File: config.mk
export PLATFORM = sky130hd
export DESIGN_NAME = mem_ctrl
export DESIGN_NICKNAME = d
export VERILOG_FILES = /design/src/rtl/cpu_mem_pkg.sv /design/src/rtl/mem_strobe_gen.sv /design/src/rtl/mem_ctrl.sv
export SDC_FILE = /design/constraint.sdc
export NUM_CORES = 1
export LEC_CHECK = 0
export CAP_MARGIN = 20
export CORE_ASPECT_RATIO = 1.4
export CORE_MARGIN = 3
export CORE_UTILIZATION = 30
export CTS_BUF_LIST = sky130_fd_sc_hd__clkbuf_8
export CTS_CLUSTER_DIAMETER = 120
export DETAILED_ROUTE_END_ITERATION = 10
export MAX_ROUTING_LAYER = met4
export PLACE_DENSITY_LB_ADDON = 0.12
export SYNTH_ARGS = -nofsm -noshare
export SYNTH_HDL_FRONTEND = slang
export SYNTH_SLANG_ARGS = --single-unit
File: constraint.sdc
create_clock -name clk -period 1.4 [get_ports clk]
set_clock_uncertainty 0.1 [all_clocks]
set_input_delay 0.28 -clock clk [delete_from_list [all_inputs] [get_ports clk]]
set_output_delay 0.28 -clock clk [all_outputs]
set_load 0.01 [all_outputs]
File: src/rtl/cpu_mem_pkg.sv
// Shared types and constants for the CPU-side memory-access controller.
package cpu_mem_pkg;

  localparam int unsigned ADDR_W_DEFAULT = 8;
  localparam int unsigned DATA_W_DEFAULT = 32;

  localparam logic OP_READ  = 1'b0;
  localparam logic OP_WRITE = 1'b1;

  typedef enum logic [2:0] {
    IDLE,
    SETUP,
    STROBE,
    HOLD,
    DONE,
    RB_STROBE,
    RB_HOLD
  } state_e;

endpackage

File: src/rtl/mem_strobe_gen.sv
// Single-pulse RAM strobe generator: on start, raises exactly one of the
// write/read strobes for STROBE_CYCLES cycles; finished marks the last one.
module mem_strobe_gen #(
  parameter int STROBE_CYCLES = 1
) (
  input  logic clk,
  input  logic clr,
  input  logic start,
  input  logic is_write,
  output logic strobe_wr,
  output logic strobe_rd,
  output logic finished
);

  if (STROBE_CYCLES < 1) begin : g_bad_strobe_cycles
    $error("mem_strobe_gen: STROBE_CYCLES must be at least 1");
  end

  localparam int unsigned CNT_W = (STROBE_CYCLES > 1) ? $clog2(STROBE_CYCLES) : 1;
  localparam logic [CNT_W-1:0] CNT_LOAD = CNT_W'(STROBE_CYCLES - 1);

  logic             wr_q;
  logic             rd_q;
  logic [CNT_W-1:0] cnt_q;

  always_ff @(posedge clk) begin
    if (clr) begin
      wr_q  <= 1'b0;
      rd_q  <= 1'b0;
      cnt_q <= '0;
    end else if (start) begin
      wr_q  <= is_write;
      rd_q  <= ~is_write;
      cnt_q <= CNT_LOAD;
    end else if (wr_q || rd_q) begin
      if (cnt_q == '0) begin
        wr_q <= 1'b0;
        rd_q <= 1'b0;
      end else begin
        cnt_q <= cnt_q - CNT_W'(1);
      end
    end
  end

  assign strobe_wr = wr_q;
  assign strobe_rd = rd_q;
  assign finished  = (wr_q || rd_q) && (cnt_q == '0);

endmodule

File: src/rtl/mem_ctrl.sv
// Sequential RAM access controller: SETUP / STROBE / HOLD / DONE sequencing
// with registered address, data and strobes. Optional write read-back check
// enabled by MEM_CTRL_WRITE_READBACK_EN (adds wb_err).
module mem_ctrl
  import cpu_mem_pkg::*;
#(
  parameter int unsigned ADDR_W        = ADDR_W_DEFAULT,
  parameter int unsigned DATA_W        = DATA_W_DEFAULT,
  parameter int          STROBE_CYCLES = 1
) (
  input  logic              clk,
  input  logic              clr,
  input  logic              req,
  input  logic              we,
  input  logic [ADDR_W-1:0] addr,
  input  logic [DATA_W-1:0] wdata,
  output logic              busy,
  output logic              done,
  output logic [DATA_W-1:0] rdata,
  output logic [ADDR_W-1:0] mem_addr,
  output logic [DATA_W-1:0] mem_wdata,
  output logic              mem_write,
  output logic              mem_read,
  input  logic [DATA_W-1:0] mem_rdata
`ifdef MEM_CTRL_WRITE_READBACK_EN
  ,
  output logic              wb_err
`endif
);

  state_e            state_q;
  logic              op_q;
  logic              busy_q;
  logic              done_q;
  logic [ADDR_W-1:0] addr_q;
  logic [DATA_W-1:0] wdata_q;
  logic [DATA_W-1:0] rdata_q;
  logic              sg_start;
  logic              sg_is_write;
  logic              sg_finished;
`ifdef MEM_CTRL_WRITE_READBACK_EN
  logic              wb_err_q;
`endif

  // Strobe starts one cycle ahead so it rises on the same edge as STROBE entry.
  always_comb begin
    sg_start    = 1'b0;
    sg_is_write = op_q;
    if (state_q == SETUP) begin
      sg_start = 1'b1;
    end
`ifdef MEM_CTRL_WRITE_READBACK_EN
    if (state_q == HOLD && op_q == OP_WRITE) begin
      sg_start    = 1'b1;
      sg_is_write = OP_READ;
    end
`endif
  end

  mem_strobe_gen #(
    .STROBE_CYCLES(STROBE_CYCLES)
  ) u_strobe (
    .clk      (clk),
    .clr      (clr),
    .start    (sg_start),
    .is_write (sg_is_write),
    .strobe_wr(mem_write),
    .strobe_rd(mem_read),
    .finished (sg_finished)
  );

  always_ff @(posedge clk) begin
    if (clr) begin
      state_q  <= IDLE;
      op_q     <= OP_READ;
      busy_q   <= 1'b0;
      done_q   <= 1'b0;
      addr_q   <= '0;
      wdata_q  <= '0;
      rdata_q  <= '0;
`ifdef MEM_CTRL_WRITE_READBACK_EN
      wb_err_q <= 1'b0;
`endif
    end else begin
      case (state_q)
        IDLE: begin
          done_q <= 1'b0;
          if (req) begin
            addr_q  <= addr;
            wdata_q <= wdata;
            op_q    <= we;
            busy_q  <= 1'b1;
            state_q <= SETUP;
`ifdef MEM_CTRL_WRITE_READBACK_EN
            wb_err_q <= 1'b0;
`endif
          end
        end
        SETUP: state_q <= STROBE;
        STROBE: begin
          if (sg_finished) state_q <= HOLD;
        end
        HOLD: begin
`ifdef MEM_CTRL_WRITE_READBACK_EN
          if (op_q == OP_WRITE) begin
            state_q <= RB_STROBE;
          end else begin
            rdata_q <= mem_rdata;
            busy_q  <= 1'b0;
            done_q  <= 1'b1;
            state_q <= DONE;
          end
`else
          if (op_q == OP_READ) rdata_q <= mem_rdata;
          busy_q  <= 1'b0;
          done_q  <= 1'b1;
          state_q <= DONE;
`endif
        end
`ifdef MEM_CTRL_WRITE_READBACK_EN
        RB_STROBE: begin
          if (sg_finished) state_q <= RB_HOLD;
        end
        RB_HOLD: begin
          if (mem_rdata != wdata_q) wb_err_q <= 1'b1;
          busy_q  <= 1'b0;
          done_q  <= 1'b1;
          state_q <= DONE;
        end
`endif
        DONE: begin
          done_q  <= 1'b0;
          state_q <= IDLE;
        end
        default: begin
          busy_q  <= 1'b0;
          done_q  <= 1'b0;
          state_q <= IDLE;
        end
      endcase
    end
  end

  assign busy      = busy_q;
  assign done      = done_q;
  assign rdata     = rdata_q;
  assign mem_addr  = addr_q;
  assign mem_wdata = wdata_q;
`ifdef MEM_CTRL_WRITE_READBACK_EN
  assign wb_err    = wb_err_q;
`endif

endmodule
; Word level (Yosys, flattened, before mapping)
; Cells that the tools add are included.
[classes]
n_addsub = 1
n_eq_ne = 7
muxes = 12
bitwise_logic = 3
reduce_logical = 12
[ops]
columns = operator, n
row1 = $pmux 3 s4, 1
row2 = $reduce_and 2->1, 5
row3 = $mux 1, 7
row4 = $eq 3x2->1 const B, 2
row5 = $mux 3, 2
row6 = $ne 2x2->1 const B, 3
row7 = $pmux 1 s2, 2
row8 = $reduce_or 2->1, 2
row9 = $eq 3x1->1 const B, 1
row10 = $eq 3x3->1 const B, 1
row11 = $logic_not 3->1, 1
row12 = $not 1->1, 3
row13 = $reduce_or 3->1, 1
row14 = $reduce_bool 2->1, 1
row15 = $logic_and 1x1->1, 1
row16 = $logic_or 1x1->1, 1
row17 = $sub 1x1->1 const B, 1
[word_totals]
reg_bits = 81
inputBits = 76
word_cells = 45

; Longest topological paths before layout
; Gate-level depths: netlist of the first run.
[depth]
word_depth = 4
mapped_depth = 6
ltp_nobuf = 3

; By module
; From an unflattened synthesis of the first run, not the netlist that was laid out.
[unflattened]
cells_unflattened = 348
area_unflattened_um2 = 2846.5
[modules_own_cells]
columns = module, n_inst, cells_each, area_per_inst_um2
row1 = mem_ctrl, 1, 343, 2778.9
row2 = mem_strobe_gen, 1, 5, 67.6

; Least setup slack after synthesis of the first run
; No wires, ideal clock.
[synth_timing]
path_kind = register to register
start = register state_q[2]
end = register addr_q[2], in the netlist mem_addr[2]
setup_time_ns = 0.132
arrival_time_ns = 1.247
required_time_ns = 1.168
path_slack_ns = -0.079
path_stages_with_launch = 6
path_buffers = 2
cell_sequence = dfxtp_1 -> or4b_1 -> buf_2 -> buf_6 -> nand2_1 -> a21oi_1
[synth_between]
elab_chain_cells = 2
[synth_lines]
columns = element, line
row1 = "start, declared", mem_ctrl.sv:31  ; state_e state_q;
row2 = "start signal, assigned", mem_ctrl.sv:74  ; state_q <= IDLE;
row3 = "start signal, assigned", mem_ctrl.sv:93  ; state_q <= SETUP;
row4 = "start signal, assigned", mem_ctrl.sv:99  ; SETUP: state_q <= STROBE;
row5 = $logic_not 3->1, mem_ctrl.sv:85  ; case (state_q)
row6 = $reduce_and 2->1 (no source line), n/a
row7 = "end signal, assigned", mem_ctrl.sv:89  ; addr_q <= addr;
row8 = "end, declared", mem_ctrl.sv:35  ; logic [ADDR_W-1:0] addr_q;
; No other way between the ends.
; A chain may end at the register's enable or synchronous reset.

; Worst setup path after layout of the first run
[layout_timing]
start = register state_q[0]
end = register wdata_q[30], in the netlist mem_wdata[30]
[layout_between]
elab_chain_cells = 2
[layout_lines]
columns = element, line
row1 = $logic_not 3->1, mem_ctrl.sv:85
row2 = $reduce_and 2->1 (no source line), n/a
row3 = "end signal, assigned", mem_ctrl.sv:90  ; wdata_q <= wdata;
row4 = "end, declared", mem_ctrl.sv:36  ; logic [DATA_W-1:0] wdata_q;
; No other way between the ends.

==> metrics, run 1 <==
crit path time final=between 1 and 1.5 ns; Hold Path Class=in -> reg; fmax=0.6928 GHz; r2r worst-path depth=4; Worst setup EP type=flop; Crit Path Category=reg -> reg; GRT Total Usage=14.94%; Max Buffers Root-to-Sink=2; TritonCTS clock tree=yes; setup TNS=-1.361 ns; Area Overhead vs Synth=61.52%; row count=41; post-synthesis cell area=0.002829 sq mm; hold depth=3; status=complete, but fails checks; Final GP Congestion=0.7230; Comb pwr share=a little under a fifth; Die H=120.9 um; max cap viols=0; core area=0.009080 sq mm; Via Count=2740; RSZ-0062 raised after global routing=yes; first-pass GRT wire length=11960 um; vias per cell=between 4 and 5; Final WS setup=-0.04332 ns; Net Sw Frac=26.15%; Remaining Overflow, GRT=0; measured slew at the worst slew-check pin=0.3640 ns; synthesized instance count=347; Post-Place Worst Slack=-0.4509 ns; Clock Power Share=32.7%; Core Util, Final=50.32%; WP depth=4; CP Cell Sequence=or4b_4 > buf_12 > nand2_1 > a21oi_1; clk_lat worst skew=0.34 ns; Power Total=5.210 mW; NetSw=1.363 mW; final HPWL from detailed placement=5564 um; Power Dens Cells=1140 mW/mm^2; Final Hold Violating Endpoints=0; cell family with most CP delay=simple AND/OR/NAND/NOR gates; CP max stage delay=0.54 ns; Crit-path slowest cell=or4b_4; pin count of the biggest net entering global routing=75; routed length per placed instance=13.37 um; Worst Path Required=1.52 ns; final wirelength=8065 um; P_int=between 3 and 4 mW; area of the multi-input gates=0.001076 sq mm; type of origin of the critical path=flop; FF+latch count, synth=80; antenna cells=0; Die X=88.07 um; register area=0.001604 sq mm; share of cells above drive strength 1=6.452%; CTS H-tree lvls=3; Mapped Nets=423; Pleak=1.986 nW; CP bufs+invs=1; failing checks=setup timing; Initial Util=31.16%; DR DRC count=0; sequential-to-total area share from yosys stat=56.61%; fin crit share=103.1%; die area=~0.011 sq mm; VDD IR max=0.6077 mV; critical path arrival=1.57 ns; Pre-antenna DRT Iters=4; Max Slew Vio Count=0; PortBufs=about 150; slew margin rel.=75.67%; Syn. warnings=0; DRT antenna net count=0; fin nets=567; setup violators final=41; CTS root buffer=clkbuf_8; count of cell types in the netlist=19; initial antenna violation count=0; CTS buffer count=9; syn_area_per_cell=approximately 8 sq um; initial DRC count=105; clock sink count=80; clock slew at reported path FFs=approximately 0.080 ns; vias in the first global route=between 2000 and 2500; I/O pin total=roughly 150; Fill cells=904; crit path max fanout=between 40 and 50; sequential power share=48.0%; CTS Hold Buffers Added=0
## Yosys cell counts (all sizes together)
| cell | n | share of area (%) |
|---|---|---|
| or2 | 1 | 0.22 |
| nand4bb | 1 | 0.40 |
| dfxtp | 80 | 57 |
| xnor2 | 1 | 0.31 |
| buf | 18 | 4.4 |
| o21ai | 2 | 0.35 |
| clkbuf | 10 | 1.3 |
| nor2 | 5 | 0.66 |
| and4bb | 1 | 0.44 |
| nor4bb | 1 | 0.35 |
| a21oi | 76 | 14 |
| a2111oi | 1 | 0.31 |
| or4b | 1 | 0.35 |
| nor4b | 2 | 1.1 |
| nand2 | 147 | 20 |
## through the flow
stage / instance area (sq um) / instances / hold WS, ns
finish: 4569 / 603 / 0.2578
global route: 4569 / 603 / 0.2736
CTS: 4544 / 603 / 0.2285
detailed placement: 4433 / 587 / 0.3457
global placement: 4433 / 587 / 0.3375
floorplan: 2836 / 347 / 0.3160
## metal layers
layer | GRT usage (%) | vias to the layer above | part of all wire (%)
met1 | 17.36 | 1236 | 42
met2 | 24.20 | 88 | 50
li1 | - | 1405 | -
met3 | 3.193 | 11 | 6.6
met5 | - | - | 0
met4 | 7.372 | 0 | 1.8
## power by group through the flow
stage	logic [mW]	clock network [mW]	registers, mW
global placement	1.10	0	2.55
global route	1.10	1.84	2.52
CTS	1.02	1.77	2.50
floorplan	0.436	0	2.63
finish	1.00	1.70	2.50
detailed placement	1.10	0	2.56
## cell usage in the layout, fill, tap and decap left out
master,n
o21ai_0,2
dlygate4sd2_1,71
xnor2_1,1
nor2_1,5
a21oi_2,2
nor4b_4,1
clkinv_2,2
nand4bb_1,1
bufinv_16,1
nor4bb_1,1
buf_4,3
and4bb_1,1
clkdlybuf4s15_1,5
a21oi_1,74
dlymetal6s2s_1,1
nand2_2,1
dfxtp_2,2
buf_12,4
buf_2,1
nand2_1,146
a2111oi_1,1
or4b_4,1
dfxtp_1,78
clkbuf_8,11
nor4b_1,1
inv_1,2
clkdlybuf4s50_1,73
or2_1,1
buf_6,3
## worst paths after layout
kind,slack [ns],startpoint,endpoint
setup / recovery,-0.04,state_q[0]$_SDFFE_PP0P_,mem_wdata[30]$_SDFFE_PP0P_
setup reg to reg,-0.04,state_q[0]$_SDFFE_PP0P_,mem_wdata[30]$_SDFFE_PP0P_
hold / removal,0.26,clr,state_q[2]$_SDFFE_PP0P_
hold reg to reg,0.35,rdata[2]$_SDFFE_PP0P_,rdata[2]$_SDFFE_PP0P_
## state kept, by name, indices dropped and copies added (netlist names)
name                flops
rdata                  32
busy                    1
done                    1
mem_wdata              32
mem_addr                8
u_strobe.strobe_rd      1
state_q                 3
u_strobe.strobe_wr      1
op_q                    1
## worst min-delay path: stages
cell    delay (ns)
buf_2         0.11
or2_1         0.21
nor2_1        0.06
## kinds of logic after synthesis
| family | synth area share, % |
|---|---|
| buf+inv | 5.750 |
| flops | 56.61 |
| simple gates | 23.09 |
| xor+xnor | 0.3097 |
| compound gates | 14.24 |
## timing repair
action,4_1_cts,5_1_grt
setup buffers,0,0
resized for setup,78,12
endpoints found under the setup margin,117,80
pin swaps,0,1
## cell type report
| cell class | instances | share of cell area, % |
|---|---|---|
| Timing Repair Buffer | 161 | 34.06 |
| Tap cell | 107 | 2.930 |
| Clock buffer | 11 | 3.313 |
| Sequential cell | 80 | 35.10 |
| Clock inverter | 5 | 1.041 |
| Multi-Input combinational cell | 239 | 23.55 |
No activity file was read; power rests on OpenSTA's default activity.
==> run 2: changes to the inputs <==
Settings changed: CTS_CLUSTER_SIZE set to 25.
==> results of run 2 <==
Same layout as run 1: the final DEF is identical, and so are final timing and power.
==> run 3: changes to the inputs <==
Settings changed: GPL_TIMING_DRIVEN set to 0.
Clock period 1.4 ns to 1.61 ns, I/O delays scaled along.
==> metrics, run 3 (synthesis results as in run 1) <==
fin crit share=96.58% (-6.5 points); type of origin of the critical path=flop; crit path time final=1.555 ns (+0.1117 ns); Area Overhead vs Synth=62.36%; clk_lat worst skew=0.35 ns (about the same); Hold Path Class=in -> reg; CTS buffer count=9 (unchanged); vias per cell=4.424 (-2.6%); CP max stage delay=0.54 ns (about the same); Max Slew Vio Count=0 (unchanged); initial DRC count=88 (-16%); max cap viols=0 (unchanged); Post-Place Worst Slack=-0.4776 ns (-0.02669 ns); R2R Path Start=state_q[2]$_SDFFE_PP0P_; Fill cells=924 (+2.2%); crit path max fanout=10 (-76%); PortBufs=151 (unchanged); CTS root buffer=clkbuf_8; I/O pin total=152 (unchanged); CP dominant cell by count=buf_6; Crit-path slowest cell=or4b_4; slew margin rel.=63.11% (-13 points); r2r worst-path depth=5 (+1); vias in the first global route=2729 (+13%); DRT antenna net count=0 (unchanged); final HPWL from detailed placement=5966 um (+7.2%); worst hold start=req; antenna cells=0 (unchanged); Remaining Overflow, GRT=0 (unchanged); Power Total=4.468 mW (-14%); Worst Path Required=1.73 ns (+0.21 ns); VDD IR max=0.5044 mV (-17%); cell family with most CP delay=simple AND/OR/NAND/NOR gates; met3 wire len=602 um (+13%); status=complete, no violations; measured slew at the worst slew-check pin=0.5533 ns (+0.1893 ns); Die X=88.07 um (unchanged); end of the worst hold path=state_q[0]$_SDFFE_PP0P_; Final WS setup=0.05500 ns (+0.09833 ns); fin nets=586 (+3.4%); Via Count=2752 (+0.44%); RSZ-0062 raised after global routing=no; clock slew at reported path FFs=0.07 ns (about the same); GRT Total Usage=15.89% (+0.95 points); Power Dens Cells=972.7 mW/mm^2 (-15%); fmax=0.6431 GHz (-7.2%); initial antenna violation count=0 (unchanged); Die H=120.9 um (unchanged); DR DRC count=0 (unchanged); Final GP Congestion=0.7406 (+2.4%); routed length per placed instance=12.96 um (-3.1%); CP Cell Sequence=or4b_4 > buf_6 > buf_6 > nand2_1 > a21oi_1; first-pass GRT wire length=12770 um (+6.7%); Crit Path Category=reg -> reg; CP bufs+invs=2 (+1); CTS H-tree lvls=3 (unchanged); Pleak=2.028 nW (+2.1%); clock sink count=80 (unchanged); metal1 wirelength=3538 um (+5.2%); share of cells above drive strength 1=7.573% (+1.1 points); hold depth=3 (unchanged); WL met2=3728 um (-7.2%); row count=41 (unchanged); setup violators final=0 (-100%); pin count of the biggest net entering global routing=13 (-83%); core area=0.009080 sq mm (unchanged); Top Metal Used=met4; Core Util, Final=50.59% (+0.26 points); TritonCTS clock tree=yes; commonest non-fill, non-tap cell in the layout=nand2_1; Worst setup EP type=flop; commonest non-fill, non-tap cells in the layout=nand2_1, dfxtp_1, dlygate4sd2_1, a21oi_1, clkdlybuf4s50_1; setup TNS=0 ns (+1.361 ns); Pre-antenna DRT Iters=4 (unchanged); RR Endpoint=mem_wdata[2]$_SDFFE_PP0P_; Max Buffers Root-to-Sink=2 (unchanged); die area=0.01065 sq mm (unchanged); worst reg2reg setup slack=0.06 ns (+0.10 ns); final wirelength=8062 um (about the same); Initial Util=31.16% (unchanged); critical path arrival=1.67 ns (+0.10 ns); Final Hold Violating Endpoints=0 (unchanged)
[run 3: cell types whose count changed in the layout (fill, tap and decap cells not counted), sizes merged]
cell / delta
buf: +7
clkdlybuf4s50: +1
clkbuf: +9
dlymetal6s2s: -1
clkinv: +1
dlygate4sd2: +6
inv: +1
clkdlybuf4s15: -5
[run 3: worst register-to-register path, cell delays in order, from the launching register on]
cell and delay, ns:
dfxtp_2 0.36, or4b_4 0.55, buf_6 0.16, buf_6 0.14, nand2_1 0.07, a21oi_1 0.06
[run 3: stage by stage]
step	hold slack (ns)	instances	instance area, sq um
after global placement	0.3410	605	4474
after detailed placement	0.3455	605	4474
after floorplan	0.3445	347	2829
final	0.3268	622	4593
after CTS	0.3046	622	4578
after global routing	0.3702	622	4593
[run 3: worst max-delay path by stage]
stage	slack [ns]	from	cells after the start	end
2_1_floorplan	0.13	state_q[2]$_SDFFE_PP0P_	5	mem_addr[2]$_SDFFE_PP0P_
3_3_place_gp	-0.47	clr	4	rdata[3]$_SDFFE_PP0P_
3_5_place_dp	-0.48	clr	4	mem_wdata[22]$_SDFFE_PP0P_
4_1_cts	0.02	state_q[2]$_SDFFE_PP0P_	5	mem_wdata[0]$_SDFFE_PP0P_
5_1_grt	0.005	state_q[1]$_SDFFE_PP0P_	6	rdata[15]$_SDFFE_PP0P_
6_report	0.06	state_q[2]$_SDFFE_PP0P_	5	mem_wdata[2]$_SDFFE_PP0P_
[run 3: final cells by class]
class | instances | area (sq um) | area share [%]
plain buffers | 28 | 183.9 | 4.004
clock buffers | 9 | 123.9 | 2.697
clock inverters | 7 | 56.30 | 1.226
multi-input cells | 239 | 1069 | 23.26
flip-flops and latches | 80 | 1604 | 34.92
well taps | 107 | 133.9 | 2.915
repair buffers | 152 | 1423 | 30.97
[run 3: what timing repair did]
item,4_1_cts,5_1_grt
setup buffers,1,0
pin swaps,1,0
hold buffers,0,0
cloned,0,0
resized for setup,83,8
endpoints found under the setup margin,146,65
[run 3: report_power, final]
part	switching, mW	internal [mW]	leakage (nW)
clock	0.697	0.692	0.107
combinational	0.429	0.470	1.27
sequential	0.0663	2.11	0.653
total	1.19	3.28	2.03
[run 3: layer usage]
| metal | GRT usage, % | up-vias |
|---|---|---|
| met5 | - | - |
| met4 | 8.223 | 0 |
| met1 | 18.55 | 1188 |
| li1 | - | 1441 |
| met3 | 3.533 | 13 |
| met2 | 25.33 | 110 |
